[config.mk]
export PLATFORM = sky130hd
export DESIGN_NAME = stopwatch_lap_controller_flat
export DESIGN_NICKNAME = d
export VERILOG_FILES = /design/src/rtl/stopwatch_lap_controller_if.sv /design/src/rtl/stopwatch_lap_controller.sv /design/src/flat_wrapper.sv
export SDC_FILE = /design/constraint.sdc
export NUM_CORES = 1
export LEC_CHECK = 0
export ABC_AREA = 0
export BUFFER_PORTS_ARGS = -buffer_cell sky130_fd_sc_hd__buf_4
export CORE_ASPECT_RATIO = 0.75
export CORE_UTILIZATION = 62
export DETAILED_ROUTE_END_ITERATION = 6
export PLACE_DENSITY = 0.87
export RECOVER_POWER = 25
export SLEW_MARGIN = 20
export SYNTH_ARGS = -nofsm -noshare
export SYNTH_HDL_FRONTEND = slang
export SYNTH_SLANG_ARGS = --single-unit
[constraint.sdc]
create_clock -name clk1KHz -period 13.7 [get_ports clk1KHz]
set_input_delay 2.74 -clock clk1KHz [delete_from_list [all_inputs] [get_ports clk1KHz]]
set_output_delay 2.74 -clock clk1KHz [all_outputs]
set_load 0.1 [all_outputs]
[src/rtl/stopwatch_lap_controller_if.sv]
// Signal bundle between the button/stopwatch side and the lap controller.
// The controller sits on the slave modport; the button/stopwatch/display side uses master.
interface stopwatch_lap_controller_if;
  logic       btn_a;
  logic       btn_b;
  logic [9:0] time_ms;
  logic [5:0] time_sec;
  logic [5:0] time_min;
  logic       sw_start;
  logic       sw_stop;
  logic       sw_clear;
  logic [1:0] state;
  logic [9:0] disp_ms;
  logic [5:0] disp_sec;
  logic [5:0] disp_min;
  logic       disp_is_lap;
  logic [3:0] lap_index;
  logic [3:0] lap_count;
  logic       lap_full;

  modport master (
    output btn_a, btn_b, time_ms, time_sec, time_min,
    input  sw_start, sw_stop, sw_clear, state, disp_ms, disp_sec, disp_min,
           disp_is_lap, lap_index, lap_count, lap_full
  );

  modport slave (
    input  btn_a, btn_b, time_ms, time_sec, time_min,
    output sw_start, sw_stop, sw_clear, state, disp_ms, disp_sec, disp_min,
           disp_is_lap, lap_index, lap_count, lap_full
  );
endinterface

[src/rtl/stopwatch_lap_controller.sv]
// Two-button stopwatch sequencer: start/stop/clear pulses, lap capture and display source select.
// Everything runs in the 1 kHz domain; all outputs are registered.
module stopwatch_lap_controller #(
  parameter int unsigned LAP_DEPTH = 8,
  parameter int unsigned HOLD_MS   = 2000,
  parameter int unsigned CLEAR_MS  = 1000
) (
  input logic                       clk1KHz,
  input logic                       reset,
  stopwatch_lap_controller_if.slave bus
);
  localparam int unsigned IW = $clog2(LAP_DEPTH);
  localparam int unsigned HW = $clog2(HOLD_MS + 1);
  localparam int unsigned CW = $clog2(CLEAR_MS + 1);
  localparam logic [3:0]    LapMax    = 4'(LAP_DEPTH);
  localparam logic [HW-1:0] HoldLoad  = HW'(HOLD_MS);
  localparam logic [CW-1:0] ClearLast = CW'(CLEAR_MS - 1);

  typedef enum logic [1:0] {StIdle = 2'd0, StRunning = 2'd1, StPaused = 2'd2} state_e;

  state_e        state_q, state_d;
  logic          btn_a_q, btn_b_q;
  logic          sw_start_q, sw_start_d, sw_stop_q, sw_stop_d, sw_clear_q, sw_clear_d;
  logic [3:0]    lap_count_q, lap_count_d, lap_index_q, lap_index_d;
  logic          lap_full_q;
  logic          disp_is_lap_q, disp_is_lap_d;
  logic [HW-1:0] hold_q, hold_d;
  logic [CW-1:0] press_cnt_q, press_cnt_d;
  logic [9:0]    disp_ms_q, disp_ms_d;
  logic [5:0]    disp_sec_q, disp_sec_d, disp_min_q, disp_min_d;
  logic          lap_we;
  logic          a_press, b_press;
  logic [3:0]    recall_idx, prev_idx;
  logic [21:0]   split, cur, prev;
  logic [21:0]   lap_mem [LAP_DEPTH];
  logic [10:0]   ms_sub;
  logic [6:0]    sec_sub, min_sub;
  logic [9:0]    d_ms;
  logic [5:0]    d_sec, d_min;

  assign a_press    = bus.btn_a & ~btn_a_q;
  assign b_press    = bus.btn_b & ~btn_b_q;
  assign split      = {bus.time_min, bus.time_sec, bus.time_ms};
  assign recall_idx = lap_index_q + 4'd1;

  always_comb begin
    state_d       = state_q;
    sw_start_d    = 1'b0;
    sw_stop_d     = 1'b0;
    sw_clear_d    = 1'b0;
    lap_count_d   = lap_count_q;
    lap_index_d   = lap_index_q;
    disp_is_lap_d = disp_is_lap_q;
    hold_d        = hold_q;
    press_cnt_d   = press_cnt_q;
    lap_we        = 1'b0;

    if (disp_is_lap_q) begin
      if (hold_q == HW'(1)) begin
        disp_is_lap_d = 1'b0;
        hold_d        = '0;
      end else begin
        hold_d = hold_q - HW'(1);
      end
    end

    unique case (state_q)
      StIdle: begin
        if (a_press) begin
          sw_start_d = 1'b1;
          state_d    = StRunning;
        end
      end
      StRunning: begin
        if (a_press) begin
          sw_stop_d     = 1'b1;
          state_d       = StPaused;
          disp_is_lap_d = 1'b0;
          hold_d        = '0;
        end else if (b_press && lap_count_q < LapMax) begin
          lap_we        = 1'b1;
          lap_count_d   = lap_count_q + 4'd1;
          lap_index_d   = lap_count_q;
          disp_is_lap_d = 1'b1;
          hold_d        = HoldLoad;
        end
      end
      StPaused: begin
        if (a_press) begin
          sw_start_d  = 1'b1;
          state_d     = StRunning;
          press_cnt_d = '0;
        end else if (b_press) begin
          press_cnt_d = CW'(1);
        end else if (press_cnt_q != '0) begin
          // A tracked press is still held unless btn_b just dropped.
          if (!bus.btn_b) begin
            press_cnt_d = '0;
            if (lap_count_q != 4'd0) begin
              hold_d = HoldLoad;
              if (!disp_is_lap_q) begin
                lap_index_d   = 4'd0;
                disp_is_lap_d = 1'b1;
              end else if (recall_idx == lap_count_q) begin
                disp_is_lap_d = 1'b0;
                hold_d        = '0;
              end else begin
                lap_index_d   = recall_idx;
                disp_is_lap_d = 1'b1;
              end
            end
          end else if (press_cnt_q == ClearLast) begin
            sw_clear_d    = 1'b1;
            lap_count_d   = 4'd0;
            disp_is_lap_d = 1'b0;
            hold_d        = '0;
            press_cnt_d   = '0;
            state_d       = StIdle;
          end else begin
            press_cnt_d = press_cnt_q + CW'(1);
          end
        end
      end
      default: state_d = StIdle;
    endcase
  end

  // Delta of the entry about to be shown; a lap written this cycle is taken from the live split.
  always_comb begin
    prev_idx = lap_index_d - 4'd1;
    cur      = lap_we ? split : lap_mem[lap_index_d[IW-1:0]];
    prev     = (lap_index_d == 4'd0) ? '0 : lap_mem[prev_idx[IW-1:0]];
    ms_sub   = {1'b0, cur[9:0]} - {1'b0, prev[9:0]};
    d_ms     = ms_sub[10] ? ms_sub[9:0] + 10'd1000 : ms_sub[9:0];
    sec_sub  = {1'b0, cur[15:10]} - {1'b0, prev[15:10]} - {6'd0, ms_sub[10]};
    d_sec    = sec_sub[6] ? sec_sub[5:0] + 6'd60 : sec_sub[5:0];
    min_sub  = {1'b0, cur[21:16]} - {1'b0, prev[21:16]} - {6'd0, sec_sub[6]};
    d_min    = min_sub[6] ? min_sub[5:0] + 6'd60 : min_sub[5:0];

    disp_ms_d  = bus.time_ms;
    disp_sec_d = bus.time_sec;
    disp_min_d = bus.time_min;
    if (disp_is_lap_d) begin
      disp_ms_d  = d_ms;
      disp_sec_d = d_sec;
      disp_min_d = d_min;
    end
  end

  always_ff @(posedge clk1KHz or posedge reset) begin
    if (reset) begin
      state_q       <= StIdle;
      btn_a_q       <= 1'b0;
      btn_b_q       <= 1'b0;
      sw_start_q    <= 1'b0;
      sw_stop_q     <= 1'b0;
      sw_clear_q    <= 1'b0;
      lap_count_q   <= 4'd0;
      lap_index_q   <= 4'd0;
      lap_full_q    <= 1'b0;
      disp_is_lap_q <= 1'b0;
      hold_q        <= '0;
      press_cnt_q   <= '0;
      disp_ms_q     <= 10'd0;
      disp_sec_q    <= 6'd0;
      disp_min_q    <= 6'd0;
    end else begin
      state_q       <= state_d;
      btn_a_q       <= bus.btn_a;
      btn_b_q       <= bus.btn_b;
      sw_start_q    <= sw_start_d;
      sw_stop_q     <= sw_stop_d;
      sw_clear_q    <= sw_clear_d;
      lap_count_q   <= lap_count_d;
      lap_index_q   <= lap_index_d;
      lap_full_q    <= (lap_count_d == LapMax);
      disp_is_lap_q <= disp_is_lap_d;
      hold_q        <= hold_d;
      press_cnt_q   <= press_cnt_d;
      disp_ms_q     <= disp_ms_d;
      disp_sec_q    <= disp_sec_d;
      disp_min_q    <= disp_min_d;
    end
  end

  always_ff @(posedge clk1KHz) begin
    if (lap_we) lap_mem[lap_count_q[IW-1:0]] <= split;
  end

  assign bus.sw_start    = sw_start_q;
  assign bus.sw_stop     = sw_stop_q;
  assign bus.sw_clear    = sw_clear_q;
  assign bus.state       = state_q;
  assign bus.disp_ms     = disp_ms_q;
  assign bus.disp_sec    = disp_sec_q;
  assign bus.disp_min    = disp_min_q;
  assign bus.disp_is_lap = disp_is_lap_q;
  assign bus.lap_index   = lap_index_q;
  assign bus.lap_count   = lap_count_q;
  assign bus.lap_full    = lap_full_q;
endmodule

[src/flat_wrapper.sv]
// flat-port wrapper written by rule: the top's interface ports become plain ports
module stopwatch_lap_controller_flat 
#(
  parameter int unsigned LAP_DEPTH = 8,
  parameter int unsigned HOLD_MS   = 2000,
  parameter int unsigned CLEAR_MS  = 1000
)
  (clk1KHz, reset, bus_btn_a, bus_btn_b, bus_time_ms, bus_time_sec, bus_time_min, bus_sw_start, bus_sw_stop, bus_sw_clear, bus_state, bus_disp_ms, bus_disp_sec, bus_disp_min, bus_disp_is_lap, bus_lap_index, bus_lap_count, bus_lap_full);
  stopwatch_lap_controller_if bus_i ();
  input logic clk1KHz;
  input logic reset;
  input wire logic [$bits(bus_i.btn_a)-1:0] bus_btn_a;
  input wire logic [$bits(bus_i.btn_b)-1:0] bus_btn_b;
  input wire logic [$bits(bus_i.time_ms)-1:0] bus_time_ms;
  input wire logic [$bits(bus_i.time_sec)-1:0] bus_time_sec;
  input wire logic [$bits(bus_i.time_min)-1:0] bus_time_min;
  output wire logic [$bits(bus_i.sw_start)-1:0] bus_sw_start;
  output wire logic [$bits(bus_i.sw_stop)-1:0] bus_sw_stop;
  output wire logic [$bits(bus_i.sw_clear)-1:0] bus_sw_clear;
  output wire logic [$bits(bus_i.state)-1:0] bus_state;
  output wire logic [$bits(bus_i.disp_ms)-1:0] bus_disp_ms;
  output wire logic [$bits(bus_i.disp_sec)-1:0] bus_disp_sec;
  output wire logic [$bits(bus_i.disp_min)-1:0] bus_disp_min;
  output wire logic [$bits(bus_i.disp_is_lap)-1:0] bus_disp_is_lap;
  output wire logic [$bits(bus_i.lap_index)-1:0] bus_lap_index;
  output wire logic [$bits(bus_i.lap_count)-1:0] bus_lap_count;
  output wire logic [$bits(bus_i.lap_full)-1:0] bus_lap_full;
  assign bus_i.btn_a = bus_btn_a;
  assign bus_i.btn_b = bus_btn_b;
  assign bus_i.time_ms = bus_time_ms;
  assign bus_i.time_sec = bus_time_sec;
  assign bus_i.time_min = bus_time_min;
  assign bus_sw_start = bus_i.sw_start;
  assign bus_sw_stop = bus_i.sw_stop;
  assign bus_sw_clear = bus_i.sw_clear;
  assign bus_state = bus_i.state;
  assign bus_disp_ms = bus_i.disp_ms;
  assign bus_disp_sec = bus_i.disp_sec;
  assign bus_disp_min = bus_i.disp_min;
  assign bus_disp_is_lap = bus_i.disp_is_lap;
  assign bus_lap_index = bus_i.lap_index;
  assign bus_lap_count = bus_i.lap_count;
  assign bus_lap_full = bus_i.lap_full;
  stopwatch_lap_controller #(.LAP_DEPTH(LAP_DEPTH), .HOLD_MS(HOLD_MS), .CLEAR_MS(CLEAR_MS)) u_core (.clk1KHz(clk1KHz), .reset(reset), .bus(bus_i));
endmodule
==> flow_metrics.tcl, run 1 <==
set metrics [dict create \
    start_kind "input pin" \
    synth_nets 1255 \
    cts_buffers 24 \
    cts_hold_buf 0 \
    rows 45 \
    final-setup-viol-count 0 \
    rsz0062_at_grt "false" \
    cts_num_sinks 236 \
    path_class "in2reg" \
    cp_data_required_time_ns 14.16 \
    period_share_pct 93.05 \
    synth_mux_area_share_pct 9.109 \
    cp_max_fo 37 \
    max_freq_mhz 78.44 \
    drt_wl_total_um 32480 \
    ys_seq_elements 236 \
    drt_pass1_iterations 6 \
    finClkSkew_ns 0.01138 \
    cts_resized 0 \
    ys.flop_type "edfxtp_1" \
    via_per_inst 6.632 \
    wl_per_cell_um 21.64 \
    maxCapViolations 0 \
    area_growth_pct 12.32 \
    synth_cell_type_count 63 \
    core-area_um2 20270 \
    cts-root-buf "clkbuf_16" \
    ant_nets 0 \
    die_x_um 168.1 \
    synthXorXnorAreaFrac_pct 2.740 \
    p_total_mw 2.586 \
    synth_adder_area_share_pct 4.876 \
    port_buffers 62 \
    whs_ns 0.5315 \
    synthSimpleGateAreaFrac_pct 16.73 \
    cts_setup_buffers 0 \
    syn_area_per_cell_um2 10.85 \
    netlist_instances 1182 \
    synth_compound_area_share_pct 10.04 \
    clk_pin_slew_ns 0.06 \
    yosysWarnings 0 \
    max-slew-margin-rel_pct 42.84 \
    seq_area_frac_synth_pct 52.90 \
    die_area_um2 21280 \
    crit_arrival_ns 13.21 \
    overflow 0 \
    tightest_slew_ns 0.8565 \
    synth_top_family_by_area "simple AND/OR/NAND/NOR gates" \
    slowest_stage "ha_2" \
    synth_top_area_cell "edfxtp_1" \
    hold_class "reg2reg" \
    vias 9955 \
    first_global_vias 9595 \
    synth_edf_count 176 \
    p_leak_nw 5.490 \
    status "finished, final reports clean" \
    drc 0 \
    clockBufferDepth 3 \
    hold_violations 0 \
    cts_tree "built" \
    endpoint_kind "flop" \
    crit_top_cell "a21oi_1" \
    num_io_pins 63 \
    nNetsFinal 1297 \
    min_period_ns 12.75 \
    die_h_um 126.6 \
    p_per_area_nw_per_um2 179.4 \
    dr.first_iter.drc_count 1569 \
    drv_slew 0 \
    clock_latency_ns 0.53 \
    start_util_pct 63.30 \
    hpwlAfterDp_um 20370 \
    antenna_found_initial 0 \
    drive_gt1_share_pct 15.06 \
    synthArstFlopShare_pct 25.42 \
    htree_levels 1 \
    synthTopCellsByArea "edfxtp_1 (41%), dfrtp_1 (12%), nand2_1 (8.1%)" \
    cp_slowest_stage_delay_ns 0.75 \
    final.setup.worst_slack_ns 0.9516 \
    grt_use_total_pct 31.07 \
    synth_top_area_share_pct 41.19 \
    place.gp.congestion 0.9060 \
    pre_cts_slack_ns 0.8168 \
    synth.cell_area_um2 12830 \
    grt_max_degree 65 \
    grt_pass1_wl_um 51030 \
    peakVddDrop_v 0.0001190 \
    totalNegativeSetupSlack_ns 0 \
]
## layer usage
metal  vias up  part of all wire (%)  track usage (%)
li1       4369                     -                -
met1      4752                    39            43.24
met2       721                    45            48.04
met3       113                    13            6.615
met4         0                   3.9            13.16
met5         -                     0                0
## state kept, by name, summed over array words and instances (netlist names), 2 cells and up
signal                cells
u_core.hold_q            11
u_core.bus.lap_count      4
u_core.bus.disp_min       6
u_core.press_cnt_q       10
u_core.lap_mem          176
u_core.bus.lap_index      4
u_core.bus.disp_ms       10
u_core.bus.disp_sec       6
u_core.bus.state          2
## metrics by stage
stage	area, um2	utilization, %	cells
final	14410	71.09	1501
after global placement	13580	67.01	1456
after CTS	14480	71.43	1500
after detailed placement	13580	67.01	1456
after floorplan	12830	-	1182
after global routing	14410	71.08	1500
## power breakdown
| group | leakage, nW | switching, mW | total [mW] | internal, mW |
|---|---|---|---|---|
| combinational | 2.70 | 0.688 | 0.989 | 0.302 |
| clock | 0.439 | 0.279 | 0.728 | 0.449 |
| sequential | 2.36 | 0.0417 | 0.869 | 0.827 |
| total | 5.49 | 1.01 | 2.59 | 1.58 |
## cell usage after synthesis (all sizes together) (9+ instances only)
master / count
a21o: 18
a21oi: 44
a311oi: 20
a31oi: 27
and3: 28
buf: 15
clkbuf: 56
dfrtp: 60
edfxtp: 176
ha: 42
inv: 47
mux2i: 11
mux4: 46
nand2: 278
nand2b: 9
nand3: 57
nor2: 56
nor3: 10
o21ai: 57
xnor2: 27
## path summary, 6_finish.rpt
check                                        start                     end  slack [ns]  cells past startpoint
setup / recovery                         bus_btn_b  u_core.bus.disp_min[5]        0.95                     44
setup reg to reg           u_core.bus.lap_count[1]  u_core.bus.disp_min[5]        2.61                     44
hold reg to reg              u_core.press_cnt_q[1]   u_core.press_cnt_q[1]        0.53                      2
max in group asynchronous                    reset        u_core.hold_q[8]       10.71                      3
min in group asynchronous                    reset  u_core.bus.disp_min[2]        2.44                      3
hold / removal               u_core.press_cnt_q[1]   u_core.press_cnt_q[1]        0.53                      2
## placed cells by master, fill, tap and decap left out, types with 7 or more instances in the layout
cell type / netlist / final
nand3_1: 56 / 56
buf_4: 0 / 68
inv_1: 46 / 45
clkbuf_1: 56 / 21
a31oi_1: 27 / 27
nor2_1: 55 / 51
and3_1: 28 / 28
nand2_1: 278 / 278
edfxtp_1: 176 / 176
mux4_2: 46 / 46
dfrtp_1: 60 / 60
mux2i_1: 11 / 11
nor3_1: 10 / 7
o21ai_0: 55 / 55
ha_1: 42 / 41
o31ai_1: 8 / 8
nand2b_1: 9 / 9
a21o_1: 18 / 17
xnor2_1: 27 / 26
a311oi_1: 20 / 20
clkbuf_16: 0 / 28
a21oi_1: 44 / 44
xor2_1: 8 / 7
## cell families (layout without fill, tap and decap cells)
| logic type | after synthesis | in the layout |
|---|---|---|
| buffers and inverters | 119 | 179 |
| xor gates and xnor gates | 37 | 37 |
| muxes | 59 | 59 |
| other | 0 | 1 |
| AOI/OAI and AO/OA | 203 | 203 |
| and+or+nand+nor | 481 | 481 |
| DFF | 236 | 236 |
| adders and majority gates | 47 | 47 |
## cell type report
type | instances | area, um2
fillers | 1338 | 5859
well taps | 258 | 322.8
diodes | 1 | 2.502
repair buffers | 87 | 581.8
clock buffers | 32 | 723.2
multi-input cells | 827 | 5638
clock inverters | 12 | 172.7
inverters | 48 | 182.7
flip-flops and latches | 236 | 6787
## critical path, delay by kind of cell
family	cells	cell delay (ns)
compound gates	19	3.51
fa+ha+maj	7	2.98
simple gates	9	1.93
buf+inv	6	1.20
xor+xnor	2	0.49
mux	1	0.35
Note: power is estimated with default switching activity, not from simulation.
==> run 2, diff against run 1 <==
--- a/config.mk
+++ b/config.mk
@@ -8,9 +8,10 @@
 export ABC_AREA = 0
 export BUFFER_PORTS_ARGS = -buffer_cell sky130_fd_sc_hd__buf_4
 export CORE_ASPECT_RATIO = 0.75
-export CORE_UTILIZATION = 62
+export CORE_MARGIN = 2
+export CORE_UTILIZATION = 37
 export DETAILED_ROUTE_END_ITERATION = 6
-export PLACE_DENSITY = 0.87
+export PLACE_DENSITY = 0.6
 export RECOVER_POWER = 25
 export SLEW_MARGIN = 20
 export SYNTH_ARGS = -nofsm -noshare
==> flow_metrics.tcl, run 2 (synthesis gave the netlist of run 1 again) <==
set metrics [dict create \
    fin_cells 1703 \
    totalNegativeSetupSlack_ns 0 \
    slowest_stage "ha_2" \
    maxCapViolations 0 \
    ant_nets 0 \
    critPathTopFamily "compound AO/OA/AOI/OAI gates" \
    drv_slew 0 \
    overflow 0 \
    endpoint_kind "flop" \
    dr.first_iter.drc_count 923 \
    nNetsFinal 1299 \
    reg2regPathDepth 43 \
    die_x_um 219.0 \
    tightest_slew_ns 0.8881 \
    hold_violations 0 \
    cts_tree "built" \
    final-setup-viol-count 0 \
    clockBufferDepth 3 \
    clk_pin_slew_ns 0.07 \
    cp_data_required_time_ns 14.19 \
    cp_max_fo 16 \
    peakVddDrop_v 0.0001582 \
    final_cell_mix "nand2_1 (278), edfxtp_1 (176), buf_4 (68), dfrtp_1 (60), nand3_1 (56)" \
    switchingPower_mw 1.008 \
    p_int_mw 1.538 \
    port_buffers 62 \
    core-area_um2 34400 \
    cts-root-buf "clkbuf_16" \
    drt_wl_total_um 33800 \
    grt_use_total_pct 18.82 \
    vias 9362 \
    seq_area_um2 6787 \
    num_io_pins 63 \
    nFillCells 3302 \
    grt_max_degree 81 \
    p_clk_share_pct 27.3 \
    period_share_pct 89.53 \
    start_kind "input pin" \
    r2r-start "u_core.bus.lap_count[1]" \
    min_from "u_core.press_cnt_q[1]" \
    hold_class "reg2reg" \
    max_freq_mhz 81.53 \
    wl_per_cell_um 19.84 \
    first_global_vias 9013 \
    min_to "u_core.press_cnt_q[1]" \
    via_per_inst 5.497 \
    htree_levels 1 \
    start_util_pct 37.30 \
    area_growth_pct 13.82 \
    regToRegSetupSlack_ns 2.89 \
    hpwlAfterDp_um 21460 \
    min_period_ns 12.27 \
    max-slew-margin-rel_pct 40.73 \
    multi_input_area_um2 5644 \
    drc 0 \
    crit_top_cell "a21oi_1" \
    worst-path-buf-inv 5 \
    cts_buffers 26 \
    path_class "in2reg" \
    largest_register_ff_count 176 \
    place_inst 1655 \
    whs_ns 0.5410 \
    cts_num_sinks 236 \
    die_h_um 165.3 \
    place.gp.congestion 0.8573 \
    cts_resized 0 \
    final_area_um2 14600 \
    clock_latency_ns 0.55 \
    cts_setup_buffers 0 \
    finClkSkew_ns 0.02906 \
    comb_power_share_pct 38.6 \
    cp_slowest_stage_delay_ns 0.69 \
    utilization_pct 42.45 \
    p_per_area_nw_per_um2 174.4 \
    num_antenna_cells 0 \
    status "finished, final reports clean" \
    antenna_found_initial 0 \
    dpl_cell_area_um2 13840 \
    rows 59 \
    die_area_um2 36200 \
    p_leak_nw 5.460 \
    rsz0062_at_grt "false" \
    seqPwrFrac_pct 34.1 \
    r2r_end "u_core.bus.disp_min[5]" \
    sw_frac_of_total_pct 39.59 \
    crit_arrival_ns 12.75 \
    drive_gt1_share_pct 14.45 \
    final_common_cell "nand2_1" \
    drt_pass1_iterations 5 \
    cts_hold_buf 0 \
    grt_pass1_wl_um 51940 \
    whs_path_depth 2 \
]
-- run 2: power by group through the flow --
stage	sequential [mW]	combinational, mW	clock (mW)
after floorplan	1.13	0.495	0
after global placement	0.881	0.974	0
after detailed placement	0.881	0.982	0
after CTS	0.868	0.987	0.706
after global routing	0.874	1.07	0.735
final	0.867	0.984	0.695
-- run 2: metrics by stage --
stage / power [mW] / worst slack, ns
CTS: 2.561 / 1.586
floorplan: 1.621 / 1.162
global placement: 1.855 / 1.285
finish: 2.546 / 1.434
global route: 2.678 / 0.8331
detailed placement: 1.863 / 1.069
-- run 2: worst min-delay path, cell delays in order, from the launching register on --
cell	delay (ns)
dfrtp_1	0.39
nand2_1	0.06
o31ai_1	0.05
-- run 2: layout make-up --
cell class                      count  share of cell area [%]
Timing Repair Buffer               87                   3.984
Multi-Input combinational cell    827                   38.65
Clock buffer                       40                   5.098
Tap cell                          457                   3.916
Inverter                           48                   1.251
Sequential cell                   236                   46.47
Clock inverter                      8                  0.6255
-- run 2: worst max path at each step --
| stage | slack, ns | depth (start not counted) | endpoint | startpoint |
|---|---|---|---|---|
| after floorplan | 1.16 | 50 | u_core.bus.disp_min[5] | bus_btn_b |
| after global placement | 1.28 | 43 | u_core.bus.disp_min[5] | bus_btn_a |
| after detailed placement | 1.07 | 43 | u_core.bus.disp_min[5] | bus_btn_a |
| after CTS | 1.59 | 43 | u_core.bus.disp_min[5] | bus_btn_a |
| after global routing | 0.83 | 43 | u_core.bus.disp_min[5] | bus_btn_b |
| final | 1.43 | 43 | u_core.bus.disp_min[5] | bus_btn_b |
-- run 2: metal layers --
metal | GRT usage, % | wire length (um)
met4 | 4.238 | 649
met5 | 0 | 0
met2 | 28.71 | 14730
met1 | 28.16 | 15870
met3 | 3.022 | 2547
==> run 3, diff against run 2 <==
==> constraint.sdc (replaced) <==
create_clock -name clk1KHz -period 11.6 [get_ports clk1KHz]
set_input_delay 2.32 -clock clk1KHz [delete_from_list [all_inputs] [get_ports clk1KHz]]
set_output_delay 2.32 -clock clk1KHz [all_outputs]
set_load 0.1 [all_outputs]
==> flow_metrics.tcl, run 3 (synthesis gave the netlist of run 1 again) <==
set metrics [dict create \
    cts_setup_buffers 0 \
    seq_area_um2 6787 \
    antenna_found_initial 1 \
    rows 59 \
    start_util_pct 37.30 \
    nNetsFinal 1306 \
    core-area_um2 34400 \
    first_global_vias 8966 \
    area_growth_pct 14.80 \
    final-setup-viol-count 0 \
    cts_tree "built" \
    p_per_area_nw_per_um2 206.7 \
    drc 0 \
    cts_buffers 24 \
    tightest_slew_ns 0.8974 \
    clock_latency_ns 0.55 \
    grt_use_total_pct 18.69 \
    finClkSkew_ns 0.01650 \
    endpoint_kind "flop" \
    max_freq_mhz 91.68 \
    clockBufferDepth 3 \
    ant_nets 0 \
    grt_pass1_wl_um 52210 \
    final_common_cell "nand2_1" \
    largest_register_ff_count 176 \
    hold_violations 0 \
    slowest_stage "fa_1" \
    num_io_pins 63 \
    multi_input_area_um2 5667 \
    crit_top_cell "a21oi_1" \
    port_buffers 62 \
    p_leak_nw 5.523 \
    drive_gt1_share_pct 15.67 \
    status "finished, final reports clean" \
    die_x_um 219.0 \
    cp_data_required_time_ns 12.08 \
    maxCapViolations 0 \
    whs_ns 0.5321 \
    hold_class "reg2reg" \
    totalNegativeSetupSlack_ns 0 \
    peakVddDrop_v 0.0001687 \
    final_cell_mix "nand2_1 (277), edfxtp_1 (176), buf_4 (75), dfrtp_1 (60), nand3_1 (56)" \
    dr.first_iter.drc_count 912 \
    via_per_inst 5.474 \
    cts-root-buf "clkbuf_16" \
    num_antenna_cells 0 \
    start_kind "input pin" \
    min_period_ns 10.91 \
    cp_max_fo 13 \
    clk_pin_slew_ns 0.06 \
    nFillCells 3278 \
    crit_arrival_ns 11.38 \
    die_area_um2 36200 \
    overflow 0 \
    cp_slowest_stage_delay_ns 0.47 \
    drt_pass1_iterations 5 \
    place.gp.congestion 0.8570 \
    wl_per_cell_um 19.46 \
    htree_levels 1 \
    cts_num_sinks 236 \
    max-slew-margin-rel_pct 40.11 \
    hpwlAfterDp_um 21470 \
    vias 9350 \
    rsz0062_at_grt "false" \
    path_class "in2reg" \
    die_h_um 165.3 \
    period_share_pct 94.03 \
    drt_wl_total_um 33230 \
    drv_slew 0 \
    grt_max_degree 61 \
]
[run 3: cell types whose count changed in the layout (fill, tap and decap cells not counted), sizes merged]
cell,delta
buf,+9
bufinv,+3
clkbuf,-9
clkinv,+1
clkinvlp,+1
[run 3: area by class of cell]
cell class,count,share of cell area (%)
tap,457,3.882
clock buffer,31,4.468
timing repair buffer,96,4.519
multi-input combinational,827,38.47
inverter,48,1.240
sequential,236,46.08
clock inverter,13,1.342
[run 3: worst paths after layout]
kind | startpoint | end | slack, ns | cells after the start
min in group asynchronous | reset | u_core.bus.disp_min[4] | 2.00 | 3
min reg2reg | u_core.hold_q[1] | u_core.hold_q[1] | 0.53 | 1
min | u_core.hold_q[1] | u_core.hold_q[1] | 0.53 | 1
max in group asynchronous | reset | u_core.bus.disp_ms[4] | 9.03 | 3
max reg2reg | u_core.bus.lap_count[1] | u_core.bus.disp_min[5] | 1.67 | 43
max | bus_btn_b | u_core.bus.disp_min[5] | 0.69 | 43
[run 3: timing repair]
action                     in CTS  in global routing
hold buffers                    0                  0
setup endpoints to repair       0                  1
gates resized for setup         0                  5
[run 3: power by group]
group / leakage [nW] / switching (mW) / internal, mW / total [mW]
logic: 2.75 / 0.805 / 0.361 / 1.17
clock network: 0.419 / 0.340 / 0.513 / 0.853
registers: 2.36 / 0.0479 / 0.977 / 1.03
[run 3: routing by layer]
layer | global-route usage [%] | vias up | wire length [um]
met5 | 0 | - | 16
met4 | 4.484 | 2 | 705
met3 | 3.773 | 47 | 2624
met2 | 27.69 | 335 | 14070
met1 | 28.00 | 4570 | 15810
li1 | - | 4396 | -
[run 3: stage by stage]
stage / cell area [um2] / util, % / instances / worst slack [ns] / total power, mW
6_report: 14730 / 42.82 / 1708 / 0.6925 / 3.045
3_3_place_gp: 13930 / 40.48 / 1664 / 0.2101 / 2.201
2_1_floorplan: 12850 / - / 1182 / 0.006023 / 1.918
5_1_grt: 14730 / 42.82 / 1708 / 0.03875 / 3.211
3_5_place_dp: 13930 / 40.48 / 1664 / 0.04201 / 2.206
4_1_cts: 14780 / 42.97 / 1708 / 0.5898 / 3.065
[run 3: worst max-delay path: cells and delay by family]
kind | cells | cell delay [ns]
compound gates | 19 | 3.52
xor+xnor | 2 | 0.33
fa+ha+maj | 6 | 2.36
buf+inv | 6 | 0.76
mux | 1 | 0.22
simple gates | 9 | 1.86
